File: src/rtl/gshare_branch_predictor_pkg.sv
// FetchUnitTypes: shared gshare types, PHT counter encoding and saturating counter step.
package FetchUnitTypes;
    localparam int PHT_INDEX_WIDTH = 8;
    typedef logic [PHT_INDEX_WIDTH-1:0] PHTIndex;
    typedef logic [PHT_INDEX_WIDTH-1:0] GlobalBranchHistory;
    typedef enum logic [1:0] {STRONG_NT, WEAK_NT, WEAK_T, STRONG_T} PHTCounter;

    function automatic PHTCounter sat_count(input PHTCounter c, input logic taken);
        return taken ? (c == STRONG_T ? STRONG_T : PHTCounter'(c + 2'd1))
                     : (c == STRONG_NT ? STRONG_NT : PHTCounter'(c - 2'd1));
    endfunction
endpackage

File: src/rtl/gshare_branch_predictor_if.sv
// BranchPredictorIF: prediction payload handed from the predictor to fetch.
interface BranchPredictorIF;
    import FetchUnitTypes::*;
    PHTIndex            phtIndex;
    logic               isBranchTakenPredicted;
    GlobalBranchHistory globalBranchHistory;
    modport BranchPredictor(output phtIndex, isBranchTakenPredicted, globalBranchHistory);
    modport Fetch(input phtIndex, isBranchTakenPredicted, globalBranchHistory);
endinterface

File: src/rtl/gshare_branch_predictor_pht.sv
// pattern_history_table: 2-bit counter array with one read port and one saturating update port.
module pattern_history_table
    import FetchUnitTypes::*;
(
    input  logic    clk,
    input  logic    rst,
    input  PHTIndex rd_idx,
    output logic    rd_taken,
    input  logic    upd_valid,
    input  PHTIndex upd_idx,
    input  logic    upd_taken
);
    PHTCounter pht_q [2**PHT_INDEX_WIDTH];
    PHTCounter pht_d [2**PHT_INDEX_WIDTH];

    always_comb begin
        pht_d = pht_q;
        if (upd_valid) pht_d[upd_idx] = sat_count(pht_q[upd_idx], upd_taken);
    end

    always_ff @(posedge clk or negedge rst) begin
        if (!rst) begin
            for (int i = 0; i < 2**PHT_INDEX_WIDTH; i++) pht_q[i] <= WEAK_NT;
        end else begin
            pht_q <= pht_d;
        end
    end

    // Read sees the pre-update array, so a same-cycle update to this index is not visible yet.
    assign rd_taken = pht_q[rd_idx][1];
endmodule

File: src/rtl/gshare_branch_predictor.sv
// gshare_branch_predictor: PC^GHR indexed PHT, 1-cycle prediction latency.
// BRANCH_PREDICTOR_SPECULATIVE_GHR_EN: shift GHR at prediction time and repair it on mispredict.
module gshare_branch_predictor
    import FetchUnitTypes::*;
#(
    parameter int PC_WIDTH = 32
) (
    input  logic                 clk,
    input  logic                 rst,
    input  logic                 fetchValid,
    input  logic                 fetchStall,
    input  logic [PC_WIDTH-1:0]  fetchPC,
    input  logic                 fetchIsBranch,
    BranchPredictorIF.BranchPredictor bp,
    output logic                 predictionValid,
    input  logic                 updateValid,
    input  PHTIndex              updatePHTIndex,
    input  GlobalBranchHistory   updateGlobalHistory,
    input  logic                 updateIsBranchTaken,
    input  logic                 updateIsMispredicted
);
    GlobalBranchHistory ghr_q, ghr_d, hist_q, hist_d;
    PHTIndex lookup_idx, pht_index_q, pht_index_d;
    logic accept, rd_taken, valid_q, valid_d, pred_q, pred_d;
    logic unused_bits;

    assign accept     = fetchValid & !fetchStall;
    assign lookup_idx = fetchPC[PHT_INDEX_WIDTH+1:2] ^ ghr_q;

    pattern_history_table u_pht (
        .clk       (clk),
        .rst       (rst),
        .rd_idx    (lookup_idx),
        .rd_taken  (rd_taken),
        .upd_valid (updateValid),
        .upd_idx   (updatePHTIndex),
        .upd_taken (updateIsBranchTaken)
    );

    always_comb begin
        valid_d     = fetchStall ? valid_q : accept;
        pht_index_d = accept ? lookup_idx : pht_index_q;
        pred_d      = accept ? rd_taken : pred_q;
        hist_d      = accept ? ghr_q : hist_q;
`ifdef BRANCH_PREDICTOR_SPECULATIVE_GHR_EN
        // Mispredict recovery overrides any speculative shift in the same cycle.
        ghr_d = (updateValid & updateIsMispredicted)
                    ? {updateGlobalHistory[PHT_INDEX_WIDTH-2:0], updateIsBranchTaken}
                    : (accept & fetchIsBranch) ? {ghr_q[PHT_INDEX_WIDTH-2:0], rd_taken} : ghr_q;
`else
        ghr_d = updateValid ? {ghr_q[PHT_INDEX_WIDTH-2:0], updateIsBranchTaken} : ghr_q;
`endif
    end

    always_ff @(posedge clk or negedge rst) begin
        if (!rst) begin
            ghr_q       <= '0;
            hist_q      <= '0;
            pht_index_q <= '0;
            valid_q     <= 1'b0;
            pred_q      <= 1'b0;
        end else begin
            ghr_q       <= ghr_d;
            hist_q      <= hist_d;
            pht_index_q <= pht_index_d;
            valid_q     <= valid_d;
            pred_q      <= pred_d;
        end
    end

    assign predictionValid           = valid_q;
    assign bp.phtIndex               = pht_index_q;
    assign bp.isBranchTakenPredicted = pred_q;
    assign bp.globalBranchHistory    = hist_q;

`ifdef BRANCH_PREDICTOR_SPECULATIVE_GHR_EN
    assign unused_bits = ^{fetchPC[PC_WIDTH-1:PHT_INDEX_WIDTH+2], fetchPC[1:0],
                           updateGlobalHistory[PHT_INDEX_WIDTH-1]};
`else
    assign unused_bits = ^{fetchPC[PC_WIDTH-1:PHT_INDEX_WIDTH+2], fetchPC[1:0], fetchIsBranch,
                           updateGlobalHistory, updateIsMispredicted};
`endif
endmodule

File: src/flat_wrapper.sv
// flat-port wrapper written by rule: the top's interface ports become plain ports
module gshare_branch_predictor_flat import FetchUnitTypes::*;
#(
    parameter int PC_WIDTH = 32
)
  (clk, rst, fetchValid, fetchStall, fetchPC, fetchIsBranch, predictionValid, updateValid, updatePHTIndex, updateGlobalHistory, updateIsBranchTaken, updateIsMispredicted, bp_phtIndex, bp_isBranchTakenPredicted, bp_globalBranchHistory);
  BranchPredictorIF bp_i ();
  input  logic clk;
  input  logic rst;
  input  logic fetchValid;
  input  logic fetchStall;
  input  logic [PC_WIDTH-1:0] fetchPC;
  input  logic fetchIsBranch;
  output logic predictionValid;
  input  logic updateValid;
  input  PHTIndex updatePHTIndex;
  input  GlobalBranchHistory updateGlobalHistory;
  input  logic updateIsBranchTaken;
  input  logic updateIsMispredicted;
  output wire logic [$bits(bp_i.phtIndex)-1:0] bp_phtIndex;
  output wire logic [$bits(bp_i.isBranchTakenPredicted)-1:0] bp_isBranchTakenPredicted;
  output wire logic [$bits(bp_i.globalBranchHistory)-1:0] bp_globalBranchHistory;
  assign bp_phtIndex = bp_i.phtIndex;
  assign bp_isBranchTakenPredicted = bp_i.isBranchTakenPredicted;
  assign bp_globalBranchHistory = bp_i.globalBranchHistory;
  gshare_branch_predictor #(.PC_WIDTH(PC_WIDTH)) u_core (.clk(clk), .rst(rst), .fetchValid(fetchValid), .fetchStall(fetchStall), .fetchPC(fetchPC), .fetchIsBranch(fetchIsBranch), .bp(bp_i), .predictionValid(predictionValid), .updateValid(updateValid), .updatePHTIndex(updatePHTIndex), .updateGlobalHistory(updateGlobalHistory), .updateIsBranchTaken(updateIsBranchTaken), .updateIsMispredicted(updateIsMispredicted));
endmodule
File: config.mk
export PLATFORM = sky130hd
export DESIGN_NAME = gshare_branch_predictor_flat
export DESIGN_NICKNAME = d
export VERILOG_FILES = /design/src/rtl/gshare_branch_predictor_pkg.sv /design/src/rtl/gshare_branch_predictor_if.sv /design/src/rtl/gshare_branch_predictor_pht.sv /design/src/rtl/gshare_branch_predictor.sv /design/src/flat_wrapper.sv
export SDC_FILE = /design/constraint.sdc
export NUM_CORES = 1
export LEC_CHECK = 0
export CORE_MARGIN = 5
export CORE_UTILIZATION = 45
export CTS_CLUSTER_DIAMETER = 40
export DETAILED_ROUTE_END_ITERATION = 10
export PLACE_DENSITY = 0.59
export SETUP_SLACK_MARGIN = 0.1
export SKIP_CTS_REPAIR_TIMING = 1
export SYNTH_ARGS = -nofsm -noshare
export SYNTH_HDL_FRONTEND = slang
export SYNTH_HIERARCHICAL = 1
export SYNTH_SLANG_ARGS = --single-unit
File: constraint.sdc
create_clock -name clk -period 8.1 [get_ports clk]
set_input_delay 1.62 -clock clk [delete_from_list [all_inputs] [get_ports clk]]
set_output_delay 1.62 -clock clk [all_outputs]
set_load 0.03 [all_outputs]
==> flow_summary.json <==
{
  "run_status": "finished clean",
  "number_of_h_tree_levels": 3,
  "detailedRoute.firstIterationViolations": 2241,
  "grt_pass1_vias": 20400,
  "grt_use_met1_pct": 33.0,
  "cts.path.max_buffers": 3,
  "crit_path_cell_trace": "clkdlybuf4s50_1 > buf_4 > nor2b_2 > buf_4 > a22oi_1 > a21oi_1 > nor4_1 > o22ai_1 > nor3_1 > maj3_4 > buf_12 > a31oi_1",
  "critical_path_arrival_ps": 6310,
  "required_ps": 8520,
  "synthDominantAreaCellType": "sky130_fd_sc_hd__dfrtp_1",
  "ys_ff_latch": 538,
  "grt_pass1_wl_mm": 123,
  "clockRootBuffer": "sky130_fd_sc_hd__clkbuf_16",
  "finalSetupViolations": 0,
  "vias_per_cell": 6.52,
  "critPathCaptureType": "register",
  "max_cap_violations": 0,
  "initial_utilization_pct": 45.1,
  "globalRouteOverflowTotal": 0,
  "rows": 92,
  "final_cell_mix": "282 x sky130_fd_sc_hd__dfrtp_1, 280 x sky130_fd_sc_hd__a21oi_1, 258 x sky130_fd_sc_hd__o21ai_0",
  "final_core_util_pct": 51.8,
  "gp_routability_congestion": 0.776,
  "timing.clock.skew_ps": 31.1,
  "grt_max_degree": 131,
  "worst_path_most_repeated_cell": "sky130_fd_sc_hd__buf_4",
  "m2_gr_usage_pct": 35.2,
  "io_count": 74,
  "measured_slew_at_the_worst_slew_check_pin_ps": 1330,
  "timing.rr.end": "u_core/u_pht/pht_q[243]$_DFFE_PN0P_",
  "reg2reg_depth": 9,
  "hp-start": "u_core/u_pht/pht_q[434]$_DFFE_PN1P_",
  "syn_nets": 2464,
  "post_drt_wl_per_cell_um": 24.6,
  "clkTransAtPathRegs_ps": 50,
  "seq_area_frac_synth_pct": 48.7,
  "timing_worst_setup_path_type": "in -> reg",
  "cellLeakagePower_nw": 12.0,
  "synth_ff_type": "sky130_fd_sc_hd__dfrtp_1",
  "cts_num_sinks": 538,
  "cts_made_buffers": 85,
  "grt_antenna_before_repair": 1,
  "slowest_delay_ps": 840,
  "layout_min_cycle_time_ps": 5890,
  "worstHoldPathCells": 2,
  "synth_top_area_share_pct": 24.9,
  "worst_ir_drop_vdd_uv": 130,
  "timing.max_slew.rel_slack_pct": 11.4,
  "die_area_um2": 68100,
  "synth.top_cells.by_area": "sky130_fd_sc_hd__dfrtp_1 25%, sky130_fd_sc_hd__dfstp_2 24%, sky130_fd_sc_hd__mux4_2 16%",
  "via_count": 21100,
  "drc_errors": 0,
  "place_hpwl_mm": 46.1,
  "clock_insertion_delay_worst_skew_ps": 630,
  "floorplan.die.height_um": 261,
  "worstReg2RegStart": "u_core/u_pht/pht_q[161]$_DFFE_PN0P_",
  "timing.critical_path.depth": 12,
  "crit_path_start_kind": "primary input",
  "drt_pre_antenna_iters": 6,
  "number_of_synthesis_warnings": 6,
  "asyncSetResetFlopFracSynth_pct": 100,
  "cpMaxStageDelayCell": "sky130_fd_sc_hd__clkdlybuf4s50_1",
  "portBuffers": 39,
  "rsz_0062_raised_after_global_routing": "no",
  "critical_path.top_delay_family": "buffers and inverters",
  "layout_worst_path_cycle_share_pct": 72.7,
  "finish.cell_count_without_fillers": 3232,
  "layout.nets": 2373,
  "synth_area_um2": 28300,
  "synth_cell_type_count": 47,
  "route.final.wire_length_mm": 79.5,
  "drtAntennaViolNets": 0,
  "antenna_cells_inserted": 0,
  "tritoncts_clock_tree": "yes",
  "place_inst": 3076,
  "grt_util_met3_pct": 5.50,
  "p_per_area_nw_per_um2": 253,
  "critical_path_peak_fanout": 85,
  "finalHoldViolCount": 0,
  "max_clock_freq_mhz": 170,
  "synthesis.area_per_instance_um2": 11.8,
  "timing.reg2reg.setup_slack_ps": 3920,
  "die_width_um": 261,
  "hold_end": "u_core/u_pht/pht_q[434]$_DFFE_PN1P_",
  "post_synth_inst_count": 2408,
  "slew_violations": 0,
  "worst_hold_path_type": "reg -> reg",
  "post_route_cells_drive_above_1_share_pct": 36.5,
  "synth_edf_count": 0,
  "worst-path-buf-inv": 4,
  "busiest_grt_layer": "met2",
  "gr-usage-all-layers_pct": 23.2,
  "mostFrequentLayoutCell": "sky130_fd_sc_hd__dfrtp_1",
  "whs_ps": 476,
  "fin_tns_setup_ps": 0,
  "area_growth_pct": 14.7,
  "placeableCoreArea_um2": 62700
}
## worst min-delay path: stages, from the launching register on
cell	delay (ps)
sky130_fd_sc_hd__dfstp_2	360
sky130_fd_sc_hd__nand2_1	40
sky130_fd_sc_hd__o21ai_0	70
## cell type report
cell class,instances,area [um2]
Clock buffer,102,2300
Clock inverter,54,790
Fill cell,5237,30200
Inverter,2,7.51
Multi-Input combinational cell,1569,13400
Sequential cell,538,13800
Tap cell,846,1060
Timing Repair Buffer,121,1150
## power breakdown
| part | internal (mW) | switching (mW) | total [mW] |
|---|---|---|---|
| Combinational | 0.503 | 0.707 | 1.21 |
| Clock | 2.57 | 1.37 | 3.94 |
| Sequential | 2.94 | 0.141 | 3.08 |
| Total | 6.01 | 2.22 | 8.23 |
## registers in the layout, summed over array words and instances, names as in the netlist
| register | flops |
|---|---|
| u_core/u_pht/pht_q | 512 |
| u_core/bp.isBranchTakenPredicted | 1 |
| u_core/bp.phtIndex | 8 |
| u_core/ghr_q | 8 |
| u_core/predictionValid | 1 |
| u_core/bp.globalBranchHistory | 8 |
## stage by stage
stage / instance area (um2) / power (mW) / worst slack [ps]
3_3_place_gp: 29400 / 4.29 / 1750
6_report: 32500 / 8.23 / 2210
5_1_grt: 32500 / 8.54 / 2060
2_1_floorplan: 28300 / 3.91 / 3070
3_5_place_dp: 29400 / 4.33 / 1690
4_1_cts: 32500 / 8.31 / 2330
## synthesized netlist by cell type (11+ instances only)
library cell               instances
sky130_fd_sc_hd__a21oi_1         280
sky130_fd_sc_hd__a22oi_1          45
sky130_fd_sc_hd__buf_2            38
sky130_fd_sc_hd__buf_1            27
sky130_fd_sc_hd__mux2_2           27
sky130_fd_sc_hd__nor2_1           73
sky130_fd_sc_hd__clkbuf_1        213
sky130_fd_sc_hd__o21ai_0         258
sky130_fd_sc_hd__mux4_2          204
sky130_fd_sc_hd__a31oi_1         242
sky130_fd_sc_hd__dfrtp_1         282
sky130_fd_sc_hd__nand2_1          74
sky130_fd_sc_hd__dfstp_2         256
sky130_fd_sc_hd__buf_6            16
sky130_fd_sc_hd__mux2i_1          11
sky130_fd_sc_hd__nor2b_1          18
sky130_fd_sc_hd__nand3_1          32
sky130_fd_sc_hd__o31ai_2         100
sky130_fd_sc_hd__o31ai_1         128
## layer usage
layer / wire length [um] / vias to the layer above / share of wire [%]
met3: 6850 / 149 / 8.6
met2: 36500 / 917 / 46
met4: 2240 / 2 / 2.8
li1: - / 9270 / -
met5: 12 / - / 0.015
met1: 33900 / 10700 / 43
## worst max-delay path by stage
stage	endpoint	start	slack, ps
after global placement	u_core/u_pht/pht_q[113]$_DFFE_PN0P_	updatePHTIndex[3]	1750
final	u_core/u_pht/pht_q[243]$_DFFE_PN0P_	updatePHTIndex[3]	2210
after floorplan	u_core/bp.isBranchTakenPredicted$_DFFE_PN0P_	fetchPC[2]	3070
after detailed placement	u_core/u_pht/pht_q[103]$_DFFE_PN0P_	updatePHTIndex[3]	1690
after CTS	u_core/u_pht/pht_q[243]$_DFFE_PN0P_	updatePHTIndex[3]	2330
after global routing	u_core/u_pht/pht_q[191]$_DFFE_PN0P_	updatePHTIndex[2]	2060
## logic make-up (layout without fill, tap and decap cells)
| group | after synthesis | in the layout | synth area share (%) |
|---|---|---|---|
| AOI/OAI and AO/OA | 1079 | 1079 | 24.6 |
| DFF | 538 | 538 | 48.7 |
| xor gates and xnor gates | 8 | 8 | 0.247 |
| muxes | 250 | 250 | 18.1 |
| and+or+nand+nor | 230 | 230 | 3.68 |
| adders and majority gates | 2 | 2 | 0.0751 |
| buffers and inverters | 301 | 279 | 4.65 |
No activity file was read; power rests on OpenSTA's default activity.
